### config.mk
export PLATFORM = sky130hd
export DESIGN_NAME = sobel_win_fetch_ctrl
export DESIGN_NICKNAME = d
export VERILOG_FILES = /design/src/rtl/sobel_pkg.sv /design/src/rtl/sobel_pos_cnt.sv /design/src/rtl/sobel_win_fetch_ctrl.sv
export SDC_FILE = /design/constraint.sdc
export NUM_CORES = 1
export LEC_CHECK = 0
export ABC_AREA = 1
export CELL_PAD_IN_SITES_DETAIL_PLACEMENT = 1
export CELL_PAD_IN_SITES_GLOBAL_PLACEMENT = 1
export CORE_ASPECT_RATIO = 1.5
export CORE_MARGIN = 2
export CORE_UTILIZATION = 30
export CTS_CLUSTER_DIAMETER = 60
export DETAILED_ROUTE_END_ITERATION = 8
export GPL_ROUTABILITY_DRIVEN = 1
export HOLD_SLACK_MARGIN = 0.05
export PLACE_DENSITY = 0.68
export RECOVER_POWER = 25
export SETUP_SLACK_MARGIN = 0.15
export SLEW_MARGIN = 10
export SYNTH_ARGS = -nofsm -noshare
export SYNTH_HDL_FRONTEND = slang
export SYNTH_SLANG_ARGS = --single-unit
### constraint.sdc
create_clock -name clk_i -period 3.6 [get_ports clk_i]
set_input_delay 0.36 -clock clk_i [delete_from_list [all_inputs] [get_ports clk_i]]
set_output_delay 0.36 -clock clk_i [all_outputs]
set_load 0.005 [all_outputs]
### src/rtl/sobel_pkg.sv
// Shared definitions for the Sobel neighbourhood fetch controller:
// frame size defaults, FSM encoding, neighbour offset table and slot mapping.
package sobel_pkg;

  localparam int IMG_W_DEF = 640;
  localparam int IMG_H_DEF = 480;
  localparam int NBR_N     = 8;

  localparam logic [2:0] S_IDLE     = 3'd0;
  localparam logic [2:0] S_CLASSIFY = 3'd1;
  localparam logic [2:0] S_BORDER   = 3'd2;
  localparam logic [2:0] S_ISSUE    = 3'd3;
  localparam logic [2:0] S_DRAIN    = 3'd4;
  localparam logic [2:0] S_PRESENT  = 3'd5;
  localparam logic [2:0] S_ADVANCE  = 3'd6;

  // Row delta of neighbour slot k (slots are the 3x3 window in raster order, centre skipped).
  function automatic int nbr_dr(input logic [2:0] k);
    case (k)
      3'd0, 3'd1, 3'd2: return -1;
      3'd3, 3'd4:       return 0;
      default:          return 1;
    endcase
  endfunction

  // Column delta of neighbour slot k.
  function automatic int nbr_dc(input logic [2:0] k);
    case (k)
      3'd0, 3'd3, 3'd5: return -1;
      3'd1, 3'd6:       return 0;
      default:          return 1;
    endcase
  endfunction

  // Window position p (0..8, p != 4) to the slot that holds it.
  function automatic logic [2:0] slot_of_pix(input int p);
    return (p < 4) ? 3'(p) : 3'(p - 1);
  endfunction

endpackage

### src/rtl/sobel_pos_cnt.sv
// Raster position tracker: x/y counters plus a running centre address,
// with border and last-pixel flags derived from them.
module sobel_pos_cnt
  import sobel_pkg::*;
#(
  parameter int IMG_W  = IMG_W_DEF,
  parameter int IMG_H  = IMG_H_DEF,
  parameter int ADDR_W = 19
) (
  input  logic              clk_i,
  input  logic              rst_ni,
  input  logic              clear_i,
  input  logic              adv_i,
  output logic [9:0]        x_o,
  output logic [9:0]        y_o,
  output logic [ADDR_W-1:0] c_o,
  output logic              border_o,
  output logic              last_o
);

  logic [9:0]        x_q, y_q;
  logic [ADDR_W-1:0] c_q;
  logic              x_end;

  assign x_end = (x_q == 10'(IMG_W - 1));

  // Advance one pixel in raster order; the address walks along without a multiplier.
  always_ff @(posedge clk_i or negedge rst_ni) begin
    if (!rst_ni) begin
      x_q <= '0;
      y_q <= '0;
      c_q <= '0;
    end else if (clear_i) begin
      x_q <= '0;
      y_q <= '0;
      c_q <= '0;
    end else if (adv_i) begin
      c_q <= c_q + 1'b1;
      if (x_end) begin
        x_q <= '0;
        y_q <= y_q + 1'b1;
      end else begin
        x_q <= x_q + 1'b1;
      end
    end
  end

  assign x_o      = x_q;
  assign y_o      = y_q;
  assign c_o      = c_q;
  assign border_o = (x_q == '0) || x_end || (y_q == '0) || (y_q == 10'(IMG_H - 1));
  assign last_o   = (c_q == ADDR_W'(IMG_W * IMG_H - 1));

endmodule

### src/rtl/sobel_win_fetch_ctrl.sv
// Fetches the 3x3 neighbourhood of every pixel from a single-port BRAM
// and hands each window (centre omitted) to the Sobel core.
//
// state    | meaning
// IDLE     | waiting for start
// CLASSIFY | decide border vs interior for current pixel
// BORDER   | present zeroed window, wait for ready
// ISSUE    | eight neighbour reads, one per cycle
// DRAIN    | wait RD_LAT cycles for the last read data
// PRESENT  | present fetched window, wait for ready
// ADVANCE  | step position or finish the frame
module sobel_win_fetch_ctrl
  import sobel_pkg::*;
#(
  parameter int IMG_W  = IMG_W_DEF,
  parameter int IMG_H  = IMG_H_DEF,
  parameter int ADDR_W = 19,
  parameter int PIX_W  = 8,
  parameter int RD_LAT = 1
) (
  input  logic              clk_i,
  input  logic              rst_ni,
  input  logic              start_i,
  output logic              busy_o,
  output logic              done_o,
  output logic              mem_rd_en_o,
  output logic [ADDR_W-1:0] mem_addr_o,
  input  logic [PIX_W-1:0]  mem_rd_data_i,
  output logic              win_valid_o,
  input  logic              win_ready_i,
  output logic [PIX_W-1:0]  pix_0_o,
  output logic [PIX_W-1:0]  pix_1_o,
  output logic [PIX_W-1:0]  pix_2_o,
  output logic [PIX_W-1:0]  pix_3_o,
  output logic [PIX_W-1:0]  pix_5_o,
  output logic [PIX_W-1:0]  pix_6_o,
  output logic [PIX_W-1:0]  pix_7_o,
  output logic [PIX_W-1:0]  pix_8_o,
  output logic              border_o,
  output logic [9:0]        x_pos_o,
  output logic [9:0]        y_pos_o
);

  logic [2:0]              state_q, state_d;
  logic [2:0]              k_q;
  logic [1:0]              dcnt_q;
  logic [ADDR_W-1:0]       addr_q, addr_nxt;
  logic [RD_LAT-1:0]       tv_q;
  logic [RD_LAT-1:0][2:0]  tk_q;
  logic [PIX_W-1:0]        win_q [NBR_N];
  logic                    pos_clear, pos_adv;
  logic [ADDR_W-1:0]       c_pos;
  logic                    pos_border, pos_last;
  logic                    rd_en, in_border;

  sobel_pos_cnt #(
    .IMG_W  (IMG_W),
    .IMG_H  (IMG_H),
    .ADDR_W (ADDR_W)
  ) u_pos (
    .clk_i    (clk_i),
    .rst_ni   (rst_ni),
    .clear_i  (pos_clear),
    .adv_i    (pos_adv),
    .x_o      (x_pos_o),
    .y_o      (y_pos_o),
    .c_o      (c_pos),
    .border_o (pos_border),
    .last_o   (pos_last)
  );

  // Next-state logic and position-counter control.
  always_comb begin
    state_d   = state_q;
    pos_clear = 1'b0;
    pos_adv   = 1'b0;
    case (state_q)
      S_IDLE: begin
        if (start_i) begin
          pos_clear = 1'b1;
          state_d   = S_CLASSIFY;
        end
      end
      S_CLASSIFY: state_d = pos_border ? S_BORDER : S_ISSUE;
      S_BORDER:   if (win_ready_i) state_d = S_ADVANCE;
      S_ISSUE:    if (k_q == 3'd7) state_d = S_DRAIN;
      S_DRAIN:    if (dcnt_q == 2'(RD_LAT - 1)) state_d = S_PRESENT;
      S_PRESENT:  if (win_ready_i) state_d = S_ADVANCE;
      S_ADVANCE: begin
        if (pos_last) begin
          state_d = S_IDLE;
        end else begin
          pos_adv = 1'b1;
          state_d = S_CLASSIFY;
        end
      end
      default: state_d = S_IDLE;
    endcase
  end

  // State register plus read-slot and drain counters.
  always_ff @(posedge clk_i or negedge rst_ni) begin
    if (!rst_ni) begin
      state_q <= S_IDLE;
      k_q     <= '0;
      dcnt_q  <= '0;
    end else begin
      state_q <= state_d;
      k_q     <= (state_q == S_ISSUE) ? k_q + 1'b1 : 3'd0;
      dcnt_q  <= (state_q == S_DRAIN) ? dcnt_q + 1'b1 : 2'd0;
    end
  end

  // Neighbour address: centre plus row/column offset, wrapping modulo 2^ADDR_W.
  always_comb begin
    int off;
    off      = nbr_dr(k_q) * IMG_W + nbr_dc(k_q);
    addr_nxt = c_pos + ADDR_W'(off);
  end

  assign rd_en       = (state_q == S_ISSUE);
  assign mem_rd_en_o = rd_en;
  assign mem_addr_o  = rd_en ? addr_nxt : addr_q;

  // Remember the last issued address so the bus stays quiet between reads.
  always_ff @(posedge clk_i or negedge rst_ni) begin
    if (!rst_ni)    addr_q <= '0;
    else if (rd_en) addr_q <= addr_nxt;
  end

  // Tag pipe matching the BRAM latency; the emerging tag names the slot to fill.
  always_ff @(posedge clk_i or negedge rst_ni) begin
    if (!rst_ni) begin
      tv_q <= '0;
      tk_q <= '0;
    end else begin
      tv_q[0] <= rd_en;
      tk_q[0] <= k_q;
      for (int i = 1; i < RD_LAT; i++) begin
        tv_q[i] <= tv_q[i-1];
        tk_q[i] <= tk_q[i-1];
      end
    end
  end

  // Capture returning read data into its window slot.
  always_ff @(posedge clk_i or negedge rst_ni) begin
    if (!rst_ni) begin
      for (int i = 0; i < NBR_N; i++) win_q[i] <= '0;
    end else if (tv_q[RD_LAT-1]) begin
      win_q[tk_q[RD_LAT-1]] <= mem_rd_data_i;
    end
  end

  assign in_border   = (state_q == S_BORDER);
  assign win_valid_o = in_border || (state_q == S_PRESENT);
  assign border_o    = in_border;
  assign busy_o      = (state_q != S_IDLE);
  assign done_o      = (state_q == S_ADVANCE) && pos_last;

  assign pix_0_o = in_border ? '0 : win_q[slot_of_pix(0)];
  assign pix_1_o = in_border ? '0 : win_q[slot_of_pix(1)];
  assign pix_2_o = in_border ? '0 : win_q[slot_of_pix(2)];
  assign pix_3_o = in_border ? '0 : win_q[slot_of_pix(3)];
  assign pix_5_o = in_border ? '0 : win_q[slot_of_pix(5)];
  assign pix_6_o = in_border ? '0 : win_q[slot_of_pix(6)];
  assign pix_7_o = in_border ? '0 : win_q[slot_of_pix(7)];
  assign pix_8_o = in_border ? '0 : win_q[slot_of_pix(8)];

endmodule

# Yosys cells after proc, flatten, opt, wreduce, memory -nomap -nowiden
# Cells that the tools add are included.
[totals] reg_bits=134 out_inout_bits=108
[classes] addsub=7 mul=1 order_cmp=2 eq_ne=20 n_mux=35 bitwise=1 reduce_logical=21
[ops] operator="$mux W8" count=9
[ops] operator="$bwmux W64" count=1
[ops] operator="$pmux W32 S2" count=1
[ops] operator="$mux W10" count=6
[ops] operator="$mux W19" count=3
[ops] operator="$add A19 B19 Y19" count=2
[ops] operator="$pmux W19 S2" count=1
[ops] operator="$mul A32 B4 Y12 const B" count=1
[ops] operator="$demux W8 S3" count=1
[ops] operator="$eq A3 B3 Y1 const B" count=7
[ops] operator="$add A10 B1 Y10 const B" count=2
[ops] operator="$logic_not A10 Y1" count=2
[ops] operator="$add A19 B1 Y19 const B" count=1
[ops] operator="$eq A19 B19 Y1 const B" count=1
[ops] operator="$pmux W3 S6" count=1
[ops] operator="$mux W3" count=5
[ops] operator="$eq A3 B2 Y1 const B" count=4
[ops] operator="$eq A10 B10 Y1 const B" count=1
[ops] operator="$eq A10 B9 Y1 const B" count=1
[ops] operator="$eq A3 B1 Y1 const B" count=2
[ops] operator="$logic_not A3 Y1" count=2
[ops] operator="$mux W1" count=6
[ops] operator="$reduce_or A2 Y1" count=3
[ops] operator="$reduce_or A3 Y1" count=2
[ops] operator="other kinds (15)" count=22

# Longest topological paths before layout
# Gate-level depths: netlist of run 1.
[depth] ltp_word=7 depth_mapped=20 ltp_nobuf=19

# Hierarchy
# Synthesis of run 1 repeated with hierarchy kept, for this count alone.
[hier_totals] cells_unflattened=1041 area_unflattened_um2=7938.9
[by_module_without_submodules] module="sobel_win_fetch_ctrl" instances=1 cells_per_inst=722 area_each_um2=5525.3 seq_area_each_um2=2377.3
[by_module_without_submodules] module="sobel_pos_cnt" instances=1 cells_per_inst=319 area_each_um2=2413.6 seq_area_each_um2=975.9

# Worst setup path after synthesis of run 1
# No wires, ideal clock.
[synth_timing] path_type="reg-to-output" from="register k_q[2]" to="output port mem_addr_o[13]" t_arrival_ps=3148 slack_ps=92 stages_incl_launch_ff=19 n_path_buf=1 cell_sequence="dfrtp_1 > clkbuf_1 > inv_1 > ha_1 > inv_1 > nand2_1 > a21oi_1 > inv_1 > ha_1 > ha_1 > inv_1 > fa_1 > o21ai_0 > nand2_1 > nand2_1 > nand2_1 > nand3b_1 > nand3_1 > nand2_1"
[synth_between] elab_chain_cells=7 word_cells_on_any_way=17
[synth_rtl] item="start: declaration" line_no="sobel_win_fetch_ctrl.sv:45" text="logic [2:0] k_q;"
[synth_rtl] item="start signal: assignment" line_no="sobel_win_fetch_ctrl.sv:109" text="k_q <= (state_q == S_ISSUE) ? k_q + 1'b1 : 3'd0;"
[synth_rtl] item="$eq A3 B1 Y1, or another cell as far along" line_no="sobel_pkg.sv:19, sobel_pkg.sv:28"
[synth_rtl] item="$reduce_or A3 Y1 or $reduce_or A2 Y1 (tied branches)" line_no="sobel_pkg.sv:19" text="case (k)"
[synth_rtl] item="$pmux W32 S2" line_no="sobel_pkg.sv:19"
[synth_rtl] item="$mul A32 B4 Y12" line_no="sobel_win_fetch_ctrl.sv:117" text="off = nbr_dr(k_q) * IMG_W + nbr_dc(k_q);"
[synth_rtl] item="$add A19 B19 Y19 (*)" line_no="sobel_win_fetch_ctrl.sv:117"
[synth_rtl] item="$add A19 B19 Y19 (*)" line_no="sobel_win_fetch_ctrl.sv:118" text="addr_nxt = c_pos + ADDR_W'(off);"
[synth_rtl] item="$mux W19 (*)"
[synth_rtl] item="end: declaration" line_no="sobel_win_fetch_ctrl.sv:27" text="output logic [ADDR_W-1:0] mem_addr_o,"
# Mark *: on every way between the ends. The rest lies on a longest branch, timed or not.

# Worst setup path after layout of run 1
[layout_timing] from="register k_q[1]" to="output port mem_addr_o[17]"
# The elaborated chain is that of the path after synthesis.

==> impl_metrics.json, run 1 <==
{
  "cts_num_sinks": 134,
  "multi_input_area_sq_mm": 0.00441,
  "violations": "setup timing",
  "slowest_stage": "dfrtp_2",
  "path_common_cell": "buf_6",
  "vias_per_cell": 4.69,
  "avgRoutedWirePerCell_um": 15.8,
  "fill_cells": 3216,
  "min-delay-start": "dcnt_q[0]",
  "p_per_area_mw_per_mm2": 883,
  "drv_cap": 0,
  "synthArstFlopShare": 1.00,
  "hold_class": "reg -> reg",
  "critPathMaxFanout": 3,
  "clock_skew_ns": 0.00780,
  "fp.dieW_um": 137,
  "syn_avg_cell_area_sq_um": 7.22,
  "register_area_sq_mm": 0.00336,
  "drc": 0,
  "outcome": "finished with violations",
  "mostFrequentLayoutCells": "nand2_1 (333), inv_1 (165), dfrtp_1 (131), clkdlybuf4s50_1 (101), o21ai_0 (83)",
  "setup-tns-final_ns": -3.04,
  "startpoint": "k_q[1]",
  "worst_slack_ns": -0.271,
  "overflow": 0,
  "grt_max_degree": 77,
  "wl_um": 26000,
  "r2r-start": "k_q[1]",
  "clock_latency_ns": 0.43,
  "slew_violations": 0,
  "portBuffers": 119,
  "synth-edff-count": 0,
  "dieArea_sq_mm": 0.0279,
  "start_util": 0.303,
  "rsz0062_at_grt": "true",
  "place_congestion": 0.858,
  "antenna_found_initial": 0,
  "grt_usage": 0.190,
  "hold_violations": 0,
  "cts_tree": "done",
  "dp_hpwl_um": 17600,
  "crit_buf_inv": 8,
  "fin_nets": 1358,
  "rows": 73,
  "relSlewSlack": 0.496,
  "clock.fmax_mhz": 258,
  "irDropWorstVdd_uv": 610,
  "ant_nets": 0,
  "critPathRequiredTime_ns": 3.24,
  "final_core_util": 0.433,
  "cts_buffer_depth": 2,
  "netlist_area_sq_mm": 0.00796,
  "area_growth_pct": 43.3,
  "path_clk_slew_ns": 0.06,
  "synth_cell_types": 30,
  "layout-drive-gt1-share": 0.195,
  "grt_pass1_vias": 8060,
  "power_leakage_nw": 5.84,
  "coreArea_sq_mm": 0.0263,
  "worstPathArrival_ns": 3.51,
  "numCtsBuffers": 17,
  "ys_ff_latch": 134,
  "tightest_slew_ns": 0.755,
  "period_needed_ns": 3.87,
  "synth-warning-count": 0,
  "cts_root_buffer": "clkbuf_16",
  "pre_cts_ws_ns": -0.411,
  "fin_crit_sh": 1.08,
  "n_antenna_cell": 0,
  "syn_inst": 1102,
  "final-setup-viol-count": 17,
  "die_y_um": 203,
  "critical_path.cell_chain": "buf_6 -> buf_6 -> buf_6 -> ha_4 -> inv_4 -> buf_4 -> nand2_1 -> o211ai_1 -> ha_2 -> ha_4 -> inv_2 -> fa_2 -> o21ai_4 -> nand2_2 -> nand2_4 -> buf_6 -> nand2_4 -> nand3b_1 -> nand3_2 -> nand2_1 -> buf_2",
  "cp-end-kind": "output pin",
  "ys.flop_type": "dfrtp_1",
  "slowest_delay_ns": 0.46,
  "yosysSeqAreaShare": 0.421,
  "htree_levels": 4,
  "grt_pass1_wl_um": 41300,
  "critPathTopFamily": "adder cells",
  "startpoint_type": "flip-flop",
  "path_class": "reg -> out",
  "vias": 7737,
  "drt-initial-drc-count": 328,
  "io_pins": 120,
  "mostFrequentLayoutCell": "nand2_1",
  "dr.pass1.iters": 4,
  "syn_nets": 1162
}
-- cell usage after synthesis (5+ instances only) --
cell / instances / area (sq um)
ha_1: 45 / 563
xor2_1: 21 / 184
nand4_1: 8 / 50.1
nand2_1: 365 / 1370
nor2_1: 83 / 312
nand2_2: 5 / 31.3
o21ai_1: 10 / 50.1
xnor2_1: 5 / 43.8
a21oi_1: 26 / 130
nand3_1: 52 / 260
dfrtp_1: 134 / 3350
o21ai_0: 93 / 465
nand3b_1: 6 / 45.0
inv_1: 175 / 657
nor3_1: 20 / 100
clkbuf_1: 21 / 78.8
or2_2: 5 / 31.3
-- through the flow --
stage                     total power, W  hold WS, ns  cells  area (sq um)
after floorplan                  0.00467       0.0644   1102          7960
after global placement           0.00682        0.391   1571          9780
after detailed placement         0.00692        0.396   1571          9780
after CTS                        0.00964        0.433   1634         11100
after global routing              0.0109        0.459   1648         11400
final                             0.0101        0.428   1648         11400
-- layout make-up --
class                      instances  share of cell area
multi-input combinational        760               0.387
sequential                       134               0.294
timing repair buffer             207               0.170
inverter                         178              0.0595
clock buffer                      20              0.0392
tap                              337              0.0370
clock inverter                    12              0.0125
-- layer usage --
metal,wire length (um),global-route usage,up-vias
met1,10300,0.212,3757
met3,830,0.0298,39
met2,14100,0.352,130
met4,764,0.0773,0
li1,-,-,3811
met5,0,0,-
-- path summary, 6_finish.rpt --
| check | endpoint | slack (ns) | cells after the start |
|---|---|---|---|
| max | mem_addr_o[17] | -0.27 | 21 |
| min | dcnt_q[0] | 0.43 | 1 |
| max reg2reg | addr_q[12] | -0.22 | 29 |
| min reg2reg | dcnt_q[0] | 0.43 | 1 |
| max in group asynchronous | k_q[0] | 2.30 | 3 |
| min in group asynchronous | u_pos.c_o[11] | 0.47 | 2 |
-- cells by family (layout without fill, tap and decap cells) --
logic type | Yosys count | in the layout | share of synthesized area
xor+xnor | 26 | 26 | 0.0286
flops | 134 | 134 | 0.421
fa+ha+maj | 48 | 48 | 0.0783
simple gates | 552 | 552 | 0.284
compound gates | 134 | 134 | 0.0857
buf+inv | 208 | 417 | 0.102
-- worst register-to-register path: cells and delay by family, from the launching register on --
family	cells	cell delay, ns
simple gates	10	0.78
compound gates	1	0.16
fa+ha+maj	3	0.95
flops	1	0.44
buf+inv	15	1.41
-- flip-flops by register name, summed over array words and instances (netlist names), 3 cells and up --
signal     flops
tk_q           3
win_q         64
addr_q        19
state_q        3
u_pos.x_o     10
k_q            3
u_pos.y_o     10
u_pos.c_o     19
-- where the power goes --
part / switching [W] / total [W] / internal (W) / leakage, nW
combinational: 0.00316 / 0.00614 / 0.00299 / 4.04
sequential: 0.000292 / 0.00213 / 0.00184 / 1.51
clock: 0.000737 / 0.00179 / 0.00105 / 0.286
total: 0.00418 / 0.0101 / 0.00588 / 5.84
-- repair_timing --
item / in CTS / in global routing
endpoints found under the setup margin: 19 / 20
buffers inserted: 30 / 14
hold buffers: 1 / 0
gates resized for setup: 196 / 50
pin swaps: 58 / 29
endpoints found under the hold margin: 58 / 0
(Power assumes the default switching activity.)
==> run 2, diff against run 1 <==
--- a/config.mk
+++ b/config.mk
@@ -11,14 +11,16 @@
 export CORE_ASPECT_RATIO = 1.5
 export CORE_MARGIN = 2
 export CORE_UTILIZATION = 30
+export CTS_BUF_LIST = sky130_fd_sc_hd__clkbuf_16
 export CTS_CLUSTER_DIAMETER = 60
 export DETAILED_ROUTE_END_ITERATION = 8
 export GPL_ROUTABILITY_DRIVEN = 1
 export HOLD_SLACK_MARGIN = 0.05
-export PLACE_DENSITY = 0.68
+export PLACE_DENSITY = 0.65
 export RECOVER_POWER = 25
 export SETUP_SLACK_MARGIN = 0.15
 export SLEW_MARGIN = 10
 export SYNTH_ARGS = -nofsm -noshare
 export SYNTH_HDL_FRONTEND = slang
+export SYNTH_HIERARCHICAL = 1
 export SYNTH_SLANG_ARGS = --single-unit
==> constraint.sdc (replaced) <==
create_clock -name clk_i -period 4.8 [get_ports clk_i]
set_input_delay 0.48 -clock clk_i [delete_from_list [all_inputs] [get_ports clk_i]]
set_output_delay 0.48 -clock clk_i [all_outputs]
set_load 0.005 [all_outputs]
==> run 2 against run 1 <==
Against the previous run:
- the flow finishes with violations (capacitance limit, slew limit)
- total power down 31%
- non-clock buffer count down 77
- flip-flop and latch count unchanged
- first-iteration DRC count down 15%
- setup slack better by 0.67 ns
==> impl_metrics.json, run 2 <==
{
  "path_clk_slew_ns": 0.06,
  "fin_crit_sh": 0.917,
  "critPathMaxFanout": 17,
  "hold_violations": 0,
  "pre_cts_ws_ns": 0.543,
  "ys_top_cells_by_count": "nand2_1 (317), inv_1 (166), dfrtp_1 (134)",
  "p_per_area_mw_per_mm2": 682,
  "synth-compound-area-share": 0.0974,
  "fp.dieW_um": 137,
  "grt_pass1_vias": 7279,
  "finalPower_w": 0.00694,
  "clock_skew_ns": 0.00638,
  "slew_violations": 107,
  "n_antenna_cell": 0,
  "synth_top_family_by_area": "simple AND/OR/NAND/NOR gates",
  "final-setup-viol-count": 0,
  "cts_root_buffer": "clkbuf_16",
  "grt_usage": 0.170,
  "relSlewSlack": -0.814,
  "synth_adder_area_share": 0.0870,
  "power_leakage_nw": 5.07,
  "overflow": 0,
  "crit_buf_inv": 4,
  "clock.fmax_mhz": 227,
  "critical_path.cell_chain": "ha_1 -> ha_1 -> inv_1 -> nand3_1 -> buf_4 -> fa_1 -> ha_2 -> nand2_2 -> inv_1 -> a21oi_2 -> nand3_4 -> nand2_1 -> nand2_1 -> nand2_1 -> nand3_1 -> nand2_1 -> clkdlybuf4s50_1",
  "drc": 0,
  "antenna_found_initial": 0,
  "die_y_um": 203,
  "ys.flop_type": "dfrtp_1",
  "io_pins": 120,
  "numCtsBuffers": 17,
  "rows": 72,
  "largest-register": "win_q",
  "synthMuxAreaShare": 0,
  "path_class": "reg -> out",
  "setup-tns-final_ns": 0,
  "ys_ff_latch": 134,
  "grt_max_degree": 107,
  "htree_levels": 4,
  "yosysSeqAreaShare": 0.422,
  "worst_slack_ns": 0.399,
  "start_util": 0.306,
  "layout-drive-gt1-share": 0.0909,
  "dp_hpwl_um": 16800,
  "startpoint_type": "flip-flop",
  "synth_xor_area_frac": 0.0143,
  "ys_top_cells_by_area": "dfrtp_1 (42%), nand2_1 (15%), inv_1 (7.8%)",
  "fin_nets": 1224,
  "irDropWorstVdd_uv": 270,
  "synth_cell_types": 41,
  "yosys.area_share.simple": 0.276,
  "postCtsHoldBufs": 0,
  "yosysMostFrequentCell": "nand2_1",
  "place_congestion": 0.816,
  "synthArstFlopShare": 1.00,
  "vias": 6963,
  "drt-initial-drc-count": 279,
  "mostFrequentLayoutCells": "nand2_1 (312), inv_1 (166), dfrtp_1 (134), clkdlybuf4s50_1 (118), o21ai_0 (82)",
  "cts_buffer_depth": 2,
  "tightest_slew_ns": 2.72,
  "synth_top_area_frac": 0.422,
  "synth-edff-count": 0,
  "portBuffers": 119,
  "ant_nets": 0,
  "path_common_cell": "nand2_1",
  "rsz0062_at_grt": "false",
  "period_needed_ns": 4.40,
  "coreArea_sq_mm": 0.0259,
  "avgRoutedWirePerCell_um": 14.8,
  "cts_tree": "done",
  "yosys.area.top_type": "dfrtp_1",
  "whs_ns": 0.421,
  "area_growth_pct": 28.1,
  "mostFrequentLayoutCell": "nand2_1",
  "syn_avg_cell_area_sq_um": 7.63,
  "largest_register_ffs": 64,
  "cts_num_sinks": 134,
  "violations": "capacitance limit, slew limit",
  "vias_per_cell": 4.61,
  "netlist_area_sq_mm": 0.00794,
  "clock_latency_ns": 0.44,
  "critPathTopFamily": "adder cells",
  "syn_nets": 1101,
  "synth-warning-count": 6,
  "grt_pass1_wl_um": 37000,
  "wl_um": 22300,
  "hold_class": "reg -> reg",
  "slowest_delay_ns": 0.54,
  "dr.pass1.iters": 4,
  "slowest_stage": "fa_1",
  "dieArea_sq_mm": 0.0278,
  "cp-end-kind": "output pin",
  "outcome": "finished with violations",
  "worstPathArrival_ns": 3.92,
  "critPathRequiredTime_ns": 4.32,
  "drv_cap": 1,
  "syn_inst": 1041
}
==> run 2: logic make-up after synthesis <==
kind of cell,after synthesis
buffers and inverters,194
adder cells (fa/ha/maj),48
AND/OR/NAND/NOR,509
XOR/XNOR,13
flip-flops,134
AO/OA/AOI/OAI,143
==> run 2: through the flow <==
step,utilization,instance area (sq um),instances
3_3_place_gp,0.363,9410,1473
4_1_cts,0.387,10000,1505
6_report,0.392,10200,1510
2_1_floorplan,-,7940,1041
3_5_place_dp,0.363,9410,1473
5_1_grt,0.392,10200,1510
==> run 2: worst reg2reg max path, cell delays in order, from the launching register on <==
cell and delay [ns]:
dfrtp_1 0.44, ha_1 0.23, nand2_1 0.07, inv_1 0.14
nand2_1 0.08, nor4_1 0.78, nor2_1 0.41, nor2_4 0.41
inv_6 0.14, nand2_4 0.28, inv_1 0.20, nand2_1 0.10
nand2_1 0.05
==> run 2: area by class of cell <==
class                   instances  area (sq um)
inverters                     168           636
well taps                     333           417
clock inverters                15           179
multi-input cells             713          3890
clock buffers                  17           425
fillers                      3162         15800
flip-flops and latches        134          3350
repair buffers                130          1270
==> run 2: final timing paths <==
| kind | cells past startpoint | to | slack (ns) | start |
|---|---|---|---|---|
| min reg2reg | 1 | dcnt_q[0] | 0.42 | dcnt_q[0] |
| max in group asynchronous | 1 | u_pos/c_o[14] | 2.30 | rst_ni |
| max | 17 | mem_addr_o[14] | 0.40 | k_q[0] |
| min in group asynchronous | 1 | win_q[37] | 0.89 | rst_ni |
| min | 1 | dcnt_q[0] | 0.42 | dcnt_q[0] |
| max reg2reg | 12 | u_pos/y_o[3] | 1.37 | u_pos/c_o[1] |
==> run 2: timing repair <==
item | in CTS | in global routing
setup buffers | 0 | 5
resized for setup | 3 | 27
pin swaps | 1 | 7
endpoints found under the setup margin | 3 | 12
==> run 2: metal layers <==
metal | part of all wire | wire length (um) | track usage | up-vias
li1 | - | - | - | 3490
met1 | 0.40 | 9000 | 0.187 | 3321
met2 | 0.53 | 11900 | 0.315 | 119
met3 | 0.037 | 815 | 0.0365 | 33
met4 | 0.026 | 573 | 0.0608 | 0
met5 | 0 | 0 | 0 | -
==> run 2: report_power, final <==
part | total (W) | internal (W) | switching, W
registers | 0.00155 | 0.00138 | 0.000177
clock network | 0.00135 | 0.000818 | 0.000536
logic | 0.00403 | 0.00185 | 0.00218
total | 0.00694 | 0.00405 | 0.00289
